## config.mk

```make
export PLATFORM = sky130hd
export DESIGN_NAME = trace_capture_flat
export DESIGN_NICKNAME = d
export VERILOG_FILES = /design/src/rtl/trace_capture_if.sv /design/src/rtl/trace_capture.sv /design/src/flat_wrapper.sv
export SDC_FILE = /design/constraint.sdc
export NUM_CORES = 1
export LEC_CHECK = 0
export BUFFER_PORTS_ARGS = -buffer_cell sky130_fd_sc_hd__buf_4
export CAP_MARGIN = 15
export CORE_MARGIN = 2
export CORE_UTILIZATION = 58
export CTS_CLUSTER_DIAMETER = 80
export DETAILED_ROUTE_END_ITERATION = 10
export GPL_TIMING_DRIVEN = 0
export PLACE_DENSITY = 0.86
export REMOVE_ABC_BUFFERS = 1
export SLEW_MARGIN = 10
export SYNTH_ARGS = -nofsm -noshare
export SYNTH_HDL_FRONTEND = slang
export SYNTH_SLANG_ARGS = --single-unit
```

## constraint.sdc

```tcl
create_clock -name clk -period 4.8 [get_ports clk]
set_clock_uncertainty 0.2 [all_clocks]
set_input_delay 0.24 -clock clk [delete_from_list [all_inputs] [get_ports clk]]
set_output_delay 0.24 -clock clk [all_outputs]
set_load 0.02 [all_outputs]
```

## src/rtl/trace_capture_if.sv

```systemverilog
`default_nettype none
// ============================================================================
// Module  : trace_capture_if
// Brief   : Probe, trigger, control and readout bundle for trace_capture.
//           rd_data widens by TS_W when TRACE_TIMESTAMP_EN is defined.
// Rev     : 1.0  initial release
// ============================================================================
interface trace_capture_if #(
  parameter int WIDTH = 16,
  parameter int DEPTH = 8,
  parameter int TS_W  = 8
);
`ifdef TRACE_TIMESTAMP_EN
  localparam int TS_EN = 1;
`else
  localparam int TS_EN = 0;
`endif
  localparam int RD_W = WIDTH + TS_EN * TS_W;
  localparam int CW   = $clog2(DEPTH) + 1;

  logic [WIDTH-1:0] probe;
  logic             arm;
  logic             clear;
  logic             mode;
  logic [WIDTH-1:0] trig_mask;
  logic [WIDTH-1:0] trig_value;
  logic             rd_req;
  logic [RD_W-1:0]  rd_data;
  logic             rd_valid;
  logic [1:0]       state;
  logic [CW-1:0]    count;

  modport master (
    output probe, arm, clear, mode, trig_mask, trig_value, rd_req,
    input  rd_data, rd_valid, state, count
  );

  modport slave (
    input  probe, arm, clear, mode, trig_mask, trig_value, rd_req,
    output rd_data, rd_valid, state, count
  );
endinterface
`default_nettype wire

```

## src/rtl/trace_capture.sv

```systemverilog
`default_nettype none
// ============================================================================
// Module  : trace_capture
// Brief   : Logic-analyser capture of a probe bus into a circular buffer around
//           a masked-match trigger, with oldest-first readout once DONE.
//           Optional macro TRACE_TIMESTAMP_EN adds a per-entry cycle stamp.
// Rev     : 1.0  initial release
// ============================================================================
module trace_capture #(
  parameter int WIDTH = 16,
  parameter int DEPTH = 8,
  parameter int POST  = 4,
  parameter int TS_W  = 8
) (
  input  logic            clk,
  input  logic            rst,
  trace_capture_if.slave  bus
);
`ifdef TRACE_TIMESTAMP_EN
  localparam int TS_EN = 1;
`else
  localparam int TS_EN = 0;
`endif
  localparam int RD_W = WIDTH + TS_EN * TS_W;
  localparam int AW   = $clog2(DEPTH);
  localparam int CW   = AW + 1;
  localparam logic [CW-1:0] FULL   = CW'(DEPTH);
  localparam logic [CW-1:0] POST_N = CW'(POST);

  typedef enum logic [1:0] {
    S_IDLE    = 2'd0,
    S_ARMED   = 2'd1,
    S_CAPTURE = 2'd2,
    S_DONE    = 2'd3
  } state_t;

  state_t           state_q,    state_d;
  logic [AW-1:0]    wr_ptr_q,   wr_ptr_d;
  logic [CW-1:0]    count_q,    count_d;
  logic [CW-1:0]    post_q,     post_d;
  logic [CW-1:0]    rd_idx_q,   rd_idx_d;
  logic             first_q,    first_d;
  logic [WIDTH-1:0] prev_q,     prev_d;
  logic [RD_W-1:0]  rd_data_q,  rd_data_d;
  logic             rd_valid_q, rd_valid_d;

  logic [RD_W-1:0]  mem_q [DEPTH];
  logic             we;
  logic             trig;
  logic [RD_W-1:0]  wdata;
  logic [AW-1:0]    rd_addr;

  assign trig = ((bus.probe ^ bus.trig_value) & bus.trig_mask) == '0;

  // Oldest entry sits at wr_ptr once the buffer is full, otherwise at 0.
  assign rd_addr = ((count_q == FULL) ? wr_ptr_q : '0) + rd_idx_q[AW-1:0];

`ifdef TRACE_TIMESTAMP_EN
  logic [TS_W-1:0] ts_q, ts_d;

  always_comb begin
    ts_d = ts_q;
    if (!bus.clear) begin
      if (bus.arm)
        ts_d = '0;
      else if (state_q == S_ARMED || state_q == S_CAPTURE)
        ts_d = ts_q + 1'b1;
    end
  end

  always_ff @(posedge clk) begin
    if (rst) ts_q <= '0;
    else     ts_q <= ts_d;
  end

  assign wdata = {ts_q, bus.probe};
`else
  assign wdata = bus.probe;
`endif

  always_comb begin
    state_d    = state_q;
    wr_ptr_d   = wr_ptr_q;
    count_d    = count_q;
    post_d     = post_q;
    rd_idx_d   = rd_idx_q;
    first_d    = first_q;
    prev_d     = bus.probe;
    rd_data_d  = rd_data_q;
    rd_valid_d = 1'b0;
    we         = 1'b0;

    if (bus.clear) begin
      state_d = S_IDLE;
      count_d = '0;
    end else if (bus.arm) begin
      state_d  = S_ARMED;
      wr_ptr_d = '0;
      count_d  = '0;
      post_d   = '0;
      rd_idx_d = '0;
      first_d  = 1'b1;
    end else begin
      unique case (state_q)
        S_ARMED, S_CAPTURE: begin
          first_d = 1'b0;
          // The triggering sample is stored even when mode 1 sees no change.
          we = !bus.mode || first_q || (bus.probe != prev_q) ||
               (state_q == S_ARMED && trig);
          if (we) begin
            wr_ptr_d = wr_ptr_q + 1'b1;
            if (count_q != FULL)
              count_d = count_q + 1'b1;
            if (state_q == S_ARMED) begin
              if (trig) begin
                post_d  = CW'(1);
                state_d = (POST == 1) ? S_DONE : S_CAPTURE;
              end
            end else begin
              post_d = post_q + 1'b1;
              if (post_q + 1'b1 == POST_N)
                state_d = S_DONE;
            end
          end
        end
        S_DONE: begin
          if (bus.rd_req && (rd_idx_q < count_q)) begin
            rd_data_d  = mem_q[rd_addr];
            rd_valid_d = 1'b1;
            rd_idx_d   = rd_idx_q + 1'b1;
          end
        end
        default: ;
      endcase
    end
  end

  always_ff @(posedge clk) begin
    if (rst) begin
      state_q    <= S_IDLE;
      wr_ptr_q   <= '0;
      count_q    <= '0;
      post_q     <= '0;
      rd_idx_q   <= '0;
      first_q    <= 1'b0;
      prev_q     <= '0;
      rd_data_q  <= '0;
      rd_valid_q <= 1'b0;
    end else begin
      state_q    <= state_d;
      wr_ptr_q   <= wr_ptr_d;
      count_q    <= count_d;
      post_q     <= post_d;
      rd_idx_q   <= rd_idx_d;
      first_q    <= first_d;
      prev_q     <= prev_d;
      rd_data_q  <= rd_data_d;
      rd_valid_q <= rd_valid_d;
    end
  end

  always_ff @(posedge clk) begin
    if (we && !rst)
      mem_q[wr_ptr_q] <= wdata;
  end

  assign bus.rd_data  = rd_data_q;
  assign bus.rd_valid = rd_valid_q;
  assign bus.state    = state_q;
  assign bus.count    = count_q;
endmodule
`default_nettype wire

```

## src/flat_wrapper.sv

```systemverilog
// flat-port wrapper written by rule: the top's interface ports become plain ports
module trace_capture_flat 
#(
  parameter int WIDTH = 16,
  parameter int DEPTH = 8,
  parameter int POST  = 4,
  parameter int TS_W  = 8
)
  (clk, rst, bus_probe, bus_arm, bus_clear, bus_mode, bus_trig_mask, bus_trig_value, bus_rd_req, bus_rd_data, bus_rd_valid, bus_state, bus_count);
  trace_capture_if #(.WIDTH(WIDTH), .DEPTH(DEPTH), .TS_W(TS_W)) bus_i ();
  input  logic clk;
  input  logic rst;
  input wire logic [$bits(bus_i.probe)-1:0] bus_probe;
  input wire logic [$bits(bus_i.arm)-1:0] bus_arm;
  input wire logic [$bits(bus_i.clear)-1:0] bus_clear;
  input wire logic [$bits(bus_i.mode)-1:0] bus_mode;
  input wire logic [$bits(bus_i.trig_mask)-1:0] bus_trig_mask;
  input wire logic [$bits(bus_i.trig_value)-1:0] bus_trig_value;
  input wire logic [$bits(bus_i.rd_req)-1:0] bus_rd_req;
  output wire logic [$bits(bus_i.rd_data)-1:0] bus_rd_data;
  output wire logic [$bits(bus_i.rd_valid)-1:0] bus_rd_valid;
  output wire logic [$bits(bus_i.state)-1:0] bus_state;
  output wire logic [$bits(bus_i.count)-1:0] bus_count;
  assign bus_i.probe = bus_probe;
  assign bus_i.arm = bus_arm;
  assign bus_i.clear = bus_clear;
  assign bus_i.mode = bus_mode;
  assign bus_i.trig_mask = bus_trig_mask;
  assign bus_i.trig_value = bus_trig_value;
  assign bus_i.rd_req = bus_rd_req;
  assign bus_rd_data = bus_i.rd_data;
  assign bus_rd_valid = bus_i.rd_valid;
  assign bus_state = bus_i.state;
  assign bus_count = bus_i.count;
  trace_capture #(.WIDTH(WIDTH), .DEPTH(DEPTH), .POST(POST), .TS_W(TS_W)) u_core (.clk(clk), .rst(rst), .bus(bus_i));
endmodule
```

==> flow_summary.yaml <==
global_routing:
  gr-total-overflow: 0
  antenna_found_initial: 0
  first_global_vias: 4636
  grt_pass1_wl_mm: 24.8
  grt_max_degree: 46
  grt_use_total: 0.257
floorplan:
  fp.dieW_um: 117
  fp-row-count: 41
  core_area_mm2: 0.0126
  num_io_pins: 77
  start_util: 0.590
  die-area_mm2: 0.0137
  die_h_um: 117
sta:
  hold_violations: 0
  grt_setup_unrepaired: "false"
  fmax_mhz: 268
  period_needed_ns: 3.73
  setup_ws_ns: 1.07
  slew_headroom: 0.296
  final_max_slew_viol_count: 0
  tightest_slew_ns: 1.06
  setup_violations: 0
  timing.final.crit_share: 0.777
clock_tree:
  cts_buffers: 17
  cts_tree: "built"
  cts.path.max_buffers: 2
  path_clk_slew_ns: 0.06
  cts_max_level: 4
  cts_root_buf: "clkbuf_16"
  clk_latency_ns: 0.43
  cts.sinks: 179
synthesis:
  synth.avg_cell_area_um2: 15.5
  synthFlopType: "edfxtp_1"
  synth_cell_type_count: 52
  syn-cell-area_mm2: 0.00742
  synth_most_common_cell: "edfxtp_1"
  synth_area_leaders: "edfxtp_1 (52%), dfxtp_1 (14%), mux4_2 (9.7%)"
  synth_warnings: 0
  synth-edff-count: 128
  async_flop_share: 0
  synth_common_cells: "edfxtp_1 (128), dfxtp_1 (51), mux4_2 (32)"
  synth-seq-area-share: 0.656
  synth_seq_cells: 179
  syn_inst: 477
  yosys.area.top_type_share: 0.518
  synth_top_cell_by_area: "edfxtp_1"
worst_setup_path:
  cp_slowest_cell: "and3_1"
  arrival_ns: 3.57
  r2r_slack_ns: 1.39
  cp-end-kind: "register"
  crit_chain: "dlygate4sd3_1 -> buf_4 -> xor2_1 -> a22oi_1 -> nand4_1 -> nor3_4 -> o21bai_2 -> nor2_1 -> and3_1"
  cp_top_family: "simple AND/OR/NAND/NOR gates"
  critPathBufInv: 2
  required_ns: 4.64
  crit_type: "primary input to register"
  critPathMaxStageDelay_ns: 0.92
  setup.worst_path.start_class: "primary input"
  cp_max_fo: 16
route:
  wire_per_inst_um: 22.0
  vias: 4516
  firstDrtPassIters: 5
  drt-vias-per-instance: 5.94
  drcViolationCount: 0
  route.antenna.remaining_nets: 0
  drtIter0Drc: 428
  drt-total-wl_mm: 16.7
placement:
  placed_cells: 710
  hpwl_mm: 10.3
  dp_slack_ns: 1.20
  numPortBuffers: 76
  routabilityCongestion: 0.822
pwr:
  leakagePower_nw: 3.21
  peakVddDrop_mv: 0.251
  power_density_mw_per_mm2: 366
worst_hold_path:
  min_path_type: "primary input to register"
layout:
  syn_to_final_growth_pct: 22.6
  antenna_cells: 0
  nNetsFinal: 642
  instances_no_fill: 760
  drive_gt1_frac: 0.279
  fill_cells: 755
  seq_area_mm2: 0.00486
  multiInputGateArea_mm2: 0.00246
run:
  maxCapViolations: 0
status:
  outcome: "complete, no violations"
[cell type report]
class                      instances  share of cell area
tap                              172              0.0237
multi-input combinational        265               0.271
inverter                           9             0.00371
clock inverter                    15              0.0250
timing repair buffer             103              0.0952
sequential                       179               0.535
clock buffer                      17              0.0468
[state kept, by name, indices dropped and copies added, names as in the netlist]
name and flops:
u_core.prev_q 16, u_core.bus.state 2, u_core.wr_ptr_q 3, u_core.rd_idx_q 4, u_core.bus.rd_valid 1, u_core.post_q 4, u_core.bus.rd_data 16, u_core.bus.count 4
u_core.first_q 1, u_core.mem_q 128
[what timing repair did]
| action | 4_1_cts | 5_1_grt |
|---|---|---|
| setup endpoints to repair | 0 | 0 |
| setup buffers | 0 | 0 |
| endpoints found under the hold margin | 151 | 0 |
| hold buffers | 18 | 0 |
| gates resized for setup | 0 | 0 |
[power breakdown]
part	leakage (nW)	internal, mW	switching (mW)
logic	1.34	0.0676	0.0761
clock network	0.304	0.928	0.585
registers	1.57	1.66	0.00579
[worst reg2reg max path, stage by stage (launching register included)]
cell	delay (ns)
dfxtp_1	0.43
inv_1	0.09
ha_1	0.19
and3_1	0.24
and2_1	0.18
ha_2	0.19
fa_2	0.88
buf_16	0.23
mux4_2	0.30
mux2i_1	0.22
a211oi_1	0.10
[placed cells by master (no fill, tap or decap), types with 3 or more instances in the layout]
cell / count
nand3_1: 8
inv_6: 3
buf_4: 80
clkinvlp_4: 4
mux4_2: 32
ha_1: 11
dfxtp_1: 51
dlygate4sd3_1: 18
a211oi_1: 18
xor2_1: 17
inv_1: 8
nor3_1: 3
nand4_1: 7
nand2_1: 16
a22oi_1: 6
clkbuf_16: 17
edfxtp_1: 128
or4_1: 3
a21oi_1: 6
mux2i_1: 17
and3_1: 3
bufinv_16: 5
xnor2_1: 19
nor2b_1: 19
nor2_1: 27
o21ai_0: 9
[path summary, 6_finish.rpt]
kind                            to  depth (start not counted)           startpoint
max             u_core.mem_q[4][4]                          9        bus_probe[15]
min             u_core.rd_idx_q[2]                          5           bus_rd_req
max reg2reg  u_core.bus.rd_data[8]                         10  u_core.bus.count[0]
min reg2reg     u_core.rd_idx_q[3]                          1   u_core.rd_idx_q[3]
[cells by family after synthesis]
kind of cell | Yosys count | synth area share
AO/OA/AOI/OAI | 58 | 0.0572
XOR/XNOR | 37 | 0.0447
adder cells (fa/ha/maj) | 13 | 0.0229
buffers and inverters | 33 | 0.0179
flip-flops | 179 | 0.656
multiplexers | 49 | 0.120
AND/OR/NAND/NOR | 108 | 0.0812
[per-layer routing]
layer / part of all wire / global-route usage
met5: 0 / 0
met2: 0.53 / 0.445
met3: 0.059 / 0.0541
met1: 0.37 / 0.305
met4: 0.036 / 0.128
[through the flow]
step / power, mW / TNS (ns) / utilization / instance area [um^2] / hold slack, ns
floorplan: 1.75 / 0 / - / 7320 / 0.106
global placement: 1.82 / -38.27 / 0.645 / 8100 / 0.255
detailed placement: 1.83 / 0 / 0.657 / 8260 / 0.278
CTS: 3.33 / 0 / 0.724 / 9090 / 0.0711
global route: 3.40 / 0 / 0.724 / 9090 / 0.128
finish: 3.32 / 0 / 0.724 / 9090 / 0.0745
(Power assumes the default switching activity.)
